## config.mk

```make
export PLATFORM = sky130hd
export DESIGN_NAME = excess3_to_bcd_seq
export DESIGN_NICKNAME = d
export VERILOG_FILES = /design/src/rtl/excess3_to_bcd_seq.sv
export SDC_FILE = /design/constraint.sdc
export NUM_CORES = 1
export LEC_CHECK = 0
export ABC_CLOCK_PERIOD_IN_PS = 1800
export BUFFER_PORTS_ARGS = -buffer_cell sky130_fd_sc_hd__buf_2
export CORE_MARGIN = 2
export CORE_UTILIZATION = 25
export CTS_BUF_LIST = sky130_fd_sc_hd__clkbuf_8
export DETAILED_ROUTE_END_ITERATION = 12
export GPL_ROUTABILITY_DRIVEN = 0
export SLEW_MARGIN = 5
export SYNTH_ARGS = -nofsm -noshare
export SYNTH_HDL_FRONTEND = slang
export SYNTH_SLANG_ARGS = --single-unit
```

## constraint.sdc

```tcl
create_clock -name clk -period 1.8 [get_ports clk]
set_input_delay 0.54 -clock clk [delete_from_list [all_inputs] [get_ports clk]]
set_output_delay 0.54 -clock clk [all_outputs]
set_load 0.02 [all_outputs]
```

## src/rtl/excess3_to_bcd_seq.sv

```systemverilog
// Excess-3 to BCD receiver: collects Excess-3 digits MSD first, packs them into
// a DIGITS-wide BCD word and presents it on a registered valid/ready port.
module excess3_to_bcd_seq #(
  parameter  int DIGITS = 4,
  localparam int CW     = $clog2(DIGITS + 1)
) (
  input  logic                  clk,
  input  logic                  rst,
  input  logic                  in_valid,
  output logic                  in_ready,
  input  logic [3:0]            in_code,
  input  logic                  in_last,
  output logic                  out_valid,
  input  logic                  out_ready,
  output logic [4*DIGITS-1:0]   out_bcd,
  output logic                  out_err,
  output logic [CW-1:0]         out_ndig
);

  typedef enum logic {
    COLLECT = 1'b0,
    HOLD    = 1'b1
  } state_t;

  state_t                state_reg, state_next;
  logic [CW-1:0]         count_reg, count_next;
  logic [4*DIGITS-1:0]   shift_reg, shift_next;
  logic                  err_reg, err_next;
  logic [4*DIGITS-1:0]   out_bcd_reg, out_bcd_next;
  logic                  out_err_reg, out_err_next;
  logic [CW-1:0]         out_ndig_reg, out_ndig_next;

  logic                  accept;
  logic                  bad_code;
  logic [3:0]            digit;
  logic                  first_digit;
  logic [4*DIGITS-1:0]   shifted;
  logic [CW-1:0]         count_inc;
  logic                  closing;
  logic                  err_with_digit;

  assign in_ready  = (state_reg == COLLECT);
  assign out_valid = (state_reg == HOLD);
  assign out_bcd   = out_bcd_reg;
  assign out_err   = out_err_reg;
  assign out_ndig  = out_ndig_reg;

  assign accept      = in_valid & in_ready;
  assign bad_code    = (in_code < 4'h3) || (in_code > 4'hC);
  assign digit       = bad_code ? 4'hF : (in_code - 4'd3);
  assign first_digit = (count_reg == '0);
  assign count_inc   = count_reg + 1'b1;
  assign closing     = in_last || (count_inc == CW'(DIGITS));

  // A new word starts from a cleared shifter so short words come out right-justified.
  generate
    if (DIGITS == 1) begin : g_single
      assign shifted = digit;
    end else begin : g_multi
      logic [4*DIGITS-1:0] base;
      assign base    = first_digit ? '0 : shift_reg;
      assign shifted = {base[4*DIGITS-5:0], digit};
    end
  endgenerate

  assign err_with_digit = (first_digit ? 1'b0 : err_reg) | bad_code;

  always_comb begin
    state_next    = state_reg;
    count_next    = count_reg;
    shift_next    = shift_reg;
    err_next      = err_reg;
    out_bcd_next  = out_bcd_reg;
    out_err_next  = out_err_reg;
    out_ndig_next = out_ndig_reg;
    case (state_reg)
      COLLECT: begin
        if (accept) begin
          shift_next = shifted;
          err_next   = err_with_digit;
          count_next = count_inc;
          if (closing) begin
            out_bcd_next  = shifted;
            out_err_next  = err_with_digit;
            out_ndig_next = count_inc;
            state_next    = HOLD;
          end
        end
      end
      HOLD: begin
        if (out_ready) begin
          state_next = COLLECT;
          count_next = '0;
          err_next   = 1'b0;
        end
      end
      default: state_next = COLLECT;
    endcase
  end

  always_ff @(posedge clk) begin
    if (rst) begin
      state_reg    <= COLLECT;
      count_reg    <= '0;
      shift_reg    <= '0;
      err_reg      <= 1'b0;
      out_bcd_reg  <= '0;
      out_err_reg  <= 1'b0;
      out_ndig_reg <= '0;
    end else begin
      state_reg    <= state_next;
      count_reg    <= count_next;
      shift_reg    <= shift_next;
      err_reg      <= err_next;
      out_bcd_reg  <= out_bcd_next;
      out_err_reg  <= out_err_next;
      out_ndig_reg <= out_ndig_next;
    end
  end

endmodule
```

==> flow_summary.ini, run 1 <==
[run_status]
outcome = finished clean

[sta]
skew_ns = 0.004987
fmax_mhz = 616.2
final_hold_viol_count = 0
fin_crit_sh_pct = 90.16
relSlewSlack_pct = 73.16
setup_violations = 0
period_minus_slack_ns = 1.623
rsz0062_at_grt = no
tightest_slew_ns = 0.3983
drv_slew = 0
tns_ns = 0

[layout]
final_common_cell = dfxtp_1
seqCellArea_um2 = 740.7
largest_register_ffs = 16
finalInstanceArea_um2 = 1938
syn_to_final_growth_pct = 23.13
antenna_cells = 0
most-common-layout-cells = dfxtp_1 (37), nand2_1 (33), a21oi_1 (31)
nFillCells = 632
nNetsFinal = 233
multi_input_area_um2 = 760.7
drive_gt1_share_pct = 23.74

[routing]
wl_per_cell_um = 12.35
first_pass_iters = 4
drcViolationCount = 0
drt-initial-drc-count = 102
ant_nets = 0
drt-total-wl_um = 3632
via_count = 1353
routed_via_density = 4.602

[die]
core-area_um2 = 5991
die_h_um = 83.35
die_x_um = 83.35
pin_count = 31
start_util_pct = 26.27
rows = 28
die-area_um2 = 6946

[yosys]
ys_warn_count = 0
synth.cell_area_um2 = 1574
yosysSeqAreaShare_pct = 47.06
syn_area_per_cell_um2 = 8.417
synth_cell_types = 28
syn-instance-count = 187
syn_nets = 201
ys_seq_elements = 37

[critical_path]
start_kind = flop
endpoint_kind = flop
path_class = reg -> reg
crit_arrival_ns = 1.85
cp_max_fo = 14
worstPathRequired_ns = 2.03

[global_route]
grt_remaining_overflow = 0
grt_usage_pct = 10.86
grt_pass1_wl_um = 6030
antenna_found_initial = 0
grt_max_degree = 38
grt_pass1_vias = 1283

[hold_path]
hp-class = reg -> reg

[clocking]
htree_levels = 2
cts_setup_buffers = 0
cts.clk_slew.worst_paths_ns = 0.07
ctsResizeCount = 0
cts_root_buf = clkbuf_8
clockBufferDepth = 2
cts_tree = yes
cts_inserted_buffers = 5
ctsHoldBuffers = 0
clkLatencyLatePin_ns = 0.29
clock-sinks = 37

[place]
placed_cell_area_um2 = 1814
port-buffer-count = 30
hpwlAfterDp_um = 2349

[power_and_ir_drop]
power_density_nw_per_um2 = 923.3
p_leak_nw = 0.7746
ir_worst_vdd_uv = 355.7

[run]
maxCapViolCount = 0
cells in the mapped netlist (all sizes together):
library cell | number | share of area, %
dfxtp | 37 | 47
nand2 | 33 | 7.9
a21oi | 32 | 10
nand3 | 22 | 7.0
nor2 | 13 | 3.1
buf | 6 | 3.3
clkbuf | 6 | 1.4
a211oi | 5 | 2.4
ha | 5 | 4.0
inv | 5 | 1.2
nand2b | 4 | 1.6
o21ai | 3 | 0.95
a31oi | 2 | 1.7
nand3b | 2 | 0.95
nor2b | 2 | 0.79
nor3 | 2 | 1.3
a22oi | 1 | 0.48
a31o | 1 | 1.1
and2 | 1 | 0.40
and2b | 1 | 0.64
and3b | 1 | 0.56
or2 | 1 | 0.40
or3 | 1 | 0.40
xor2 | 1 | 1.0
power breakdown:
| part | internal, mW | switching, mW |
|---|---|---|
| logic | 0.0805 | 0.143 |
| clock network | 0.403 | 0.295 |
| registers | 0.847 | 0.0212 |
| total | 1.33 | 0.459 |
cell type report:
type,count,area share (%)
Inverter,5,0.9684
Sequential cell,37,38.22
Timing Repair Buffer,36,11.36
Tap cell,75,4.842
Clock inverter,2,1.808
Multi-Input combinational cell,134,39.25
Clock buffer,5,3.551
cell families (layout without fill, tap and decap cells):
kind of cell               Yosys count  in the layout  share of synthesized area (%)
AOI/OAI and AO/OA                   44             45                          17.09
buffers and inverters               17             48                          5.882
xor gates and xnor gates             1              1                          1.034
and+or+nand+nor                     83             83                          24.96
adders and majority gates            5              5                          3.975
DFF                                 37             37                          47.06
per-layer routing:
| metal | wire length, µm | vias up | track usage (%) |
|---|---|---|---|
| met2 | 1662 | 22 | 16.86 |
| met1 | 1740 | 628 | 13.49 |
| li1 | - | 695 | - |
| met5 | 0 | - | 0 |
| met3 | 153 | 8 | 3.479 |
| met4 | 76 | 0 | 5.365 |
critical path, cell delays in order (launching register included):
cell	delay, ns
dfxtp_1	0.35
ha_1	0.29
xor2_4	0.20
a31oi_4	0.34
buf_12	0.18
nand2_1	0.05
a21oi_1	0.14
stage by stage:
step / power [mW] / worst slack [ns] / utilization, % / instances / hold slack [ns]
6_report: 1.790 / 0.1771 / 32.35 / 294 / 0.4526
5_1_grt: 1.878 / 0.01977 / 32.35 / 294 / 0.4664
4_1_cts: 1.805 / 0.09668 / 32.02 / 293 / 0.4554
3_5_place_dp: 1.109 / -0.03129 / 30.28 / 286 / 0.4448
3_3_place_gp: 1.105 / 0.05114 / 30.28 / 286 / 0.4398
2_1_floorplan: 1.037 / 0.2384 / - / 187 / 0.4366
worst paths after layout:
kind	cells after the start	endpoint	slack [ns]	startpoint
setup / recovery	6	out_bcd[8]$_SDFFE_PP0P_	0.18	count_reg[0]$_SDFFE_PP0P_
hold / removal	2	out_bcd[13]$_SDFFE_PP0P_	0.45	out_bcd[13]$_SDFFE_PP0P_
setup reg to reg	6	out_bcd[8]$_SDFFE_PP0P_	0.18	count_reg[0]$_SDFFE_PP0P_
hold reg to reg	2	out_bcd[13]$_SDFFE_PP0P_	0.45	out_bcd[13]$_SDFFE_PP0P_
(Power assumes the default switching activity.)
==> run 2: changes to the inputs <==
--- a/config.mk
+++ b/config.mk
@@ -12,6 +12,7 @@
 export CTS_BUF_LIST = sky130_fd_sc_hd__clkbuf_8
 export DETAILED_ROUTE_END_ITERATION = 12
 export GPL_ROUTABILITY_DRIVEN = 0
+export MAX_ROUTING_LAYER = met4
 export SLEW_MARGIN = 5
 export SYNTH_ARGS = -nofsm -noshare
 export SYNTH_HDL_FRONTEND = slang
==> run 2 against run 1 <==
  * Fmax down 0.43%
  * Critical path type unchanged
  * Clock-buffer cell count unchanged
  * Register-to-register slack hardly changed
  * Setup slack worse by 0.0069 ns
  * Via count about the same
  * Hold slack barely moved
  * Largest power group unchanged
  * Final cell count is the same
  * Core utilization is the same
  * Largest cell class unchanged
  * Die area unchanged
  * Global-route usage rose by 0.26 points
==> flow_summary.ini, run 2 (same netlist as run 1, synthesis figures left out) <==
[clocking]
clockBufferDepth = 2
ctsHoldBuffers = 0
clock-sinks = 37
cts_root_buf = clkbuf_8
htree_levels = 2
cts_tree = yes
cts_inserted_buffers = 5
cts.clk_slew.worst_paths_ns = 0.07
clkLatencyLatePin_ns = 0.29
cts_setup_buffers = 0

[die]
die-area_um2 = 6946
start_util_pct = 26.27
die_h_um = 83.35
die_x_um = 83.35
rows = 28
pin_count = 31
core-area_um2 = 5991

[routing]
drcViolationCount = 0
first_pass_iters = 4
ant_nets = 0
drt-initial-drc-count = 97
routed_via_density = 4.599
drt-total-wl_um = 3648
wl_per_cell_um = 12.41
via_count = 1352

[power_and_ir_drop]
power_density_nw_per_um2 = 923.4
p_leak_nw = 0.7746
finalPower_mw = 1.790
ir_worst_vdd_uv = 355.5

[sta]
period_minus_slack_ns = 1.630
fmax_mhz = 613.6
final_hold_viol_count = 0
fin_ws_ns = 0.1701
tightest_slew_ns = 0.4021
rsz0062_at_grt = no
tns_ns = 0
drv_slew = 0
fin_crit_sh_pct = 90.55
hold_ws_ns = 0.4526
skew_ns = 0.004969
relSlewSlack_pct = 72.91
setup_violations = 0

[global_route]
grt_pass1_wl_um = 6023
grt_usage_pct = 11.12
grt_pass1_vias = 1297
grt_use_met3_pct = 3.280
grt_remaining_overflow = 0
grt_max_degree = 38
met1_usage_pct = 13.31
antenna_found_initial = 0
grtUsageMet2_pct = 17.08
busiest_layer = met2

[layout]
nNetsFinal = 233
drive_gt1_share_pct = 23.74
largest_register_ffs = 16
syn_to_final_growth_pct = 23.13
most-common-layout-cells = dfxtp_1 (37), nand2_1 (33), a21oi_1 (31)
antenna_cells = 0
finalInstanceArea_um2 = 1938
final_common_cell = dfxtp_1

[critical_path]
critPathSlowestCell = dfxtp_1
cpPeakStageDelay_ns = 0.40
startpoint = count_reg[0]$_SDFFE_PP0P_
reg2reg_from = count_reg[0]$_SDFFE_PP0P_
cp_cell_sequence = ha_1 -> xor2_4 -> a31oi_4 -> buf_12 -> nand2_1 -> a21oi_1
crit_arrival_ns = 1.86
worstPathRequired_ns = 2.03
cp_max_fo = 14
endpoint_kind = flop
start_kind = flop
path_class = reg -> reg

[run_status]
outcome = finished clean

[run]
maxCapViolCount = 0

[place]
hpwlAfterDp_um = 2349
port-buffer-count = 30
pre_cts_ws_ns = -0.03129
placed_cell_area_um2 = 1814

[hold_path]
hold_start = out_bcd[13]$_SDFFE_PP0P_
hp-class = reg -> reg
-- run 2: cell counts in the layout (fill, tap and decap cells not counted) --
No cell type changed its count.
-- run 2: worst paths after layout --
path / slack [ns] / end / depth (start not counted)
worst max-delay path: 0.17 / out_bcd[8]$_SDFFE_PP0P_ / 6
worst min register to register: 0.45 / out_bcd[13]$_SDFFE_PP0P_ / 2
worst max register to register: 0.17 / out_bcd[8]$_SDFFE_PP0P_ / 6
worst min-delay path: 0.45 / out_bcd[13]$_SDFFE_PP0P_ / 2
-- run 2: stage by stage --
stage                     cells  util [%]
after floorplan             187         -
after global placement      286     30.28
after detailed placement    286     30.28
after CTS                   293     32.02
after global routing        294     32.35
final                       294     32.35
-- run 2: cell type report --
cell class / count / area (µm²)
multi-input combinational: 134 / 760.7
clock inverter: 2 / 35.03
fill: 632 / 4053
timing repair buffer: 36 / 220.2
sequential: 37 / 740.7
clock buffer: 5 / 68.82
tap: 75 / 93.84
inverter: 5 / 18.77
-- run 2: repair_timing --
| item | 4_1_cts | 5_1_grt |
|---|---|---|
| resized for setup | 0 | 1 |
| endpoints found under the setup margin | 0 | 8 |
| hold endpoints to repair | 0 | 0 |
-- run 2: layer usage --
layer  vias up  part of all wire (%)
met5         -                     0
met4         0                   2.2
met3         8                   3.9
met2        25                    47
met1       625                    47
li1        694                     -
-- run 2: worst max-delay path, delay by kind of cell, from the launching register on --
kind                     cells  cell delay, ns
AND/OR/NAND/NOR              1            0.05
flip-flops                   1            0.40
buffers and inverters        1            0.18
XOR/XNOR                     1            0.14
AO/OA/AOI/OAI                2            0.47
adder cells (fa/ha/maj)      1            0.31
-- run 2: report_power, final --
group / switching, mW / internal [mW] / leakage [nW]
logic: 0.143 / 0.0805 / 0.420
registers: 0.0214 / 0.847 / 0.301
clock network: 0.296 / 0.403 / 0.0540
total: 0.459 / 1.33 / 0.775
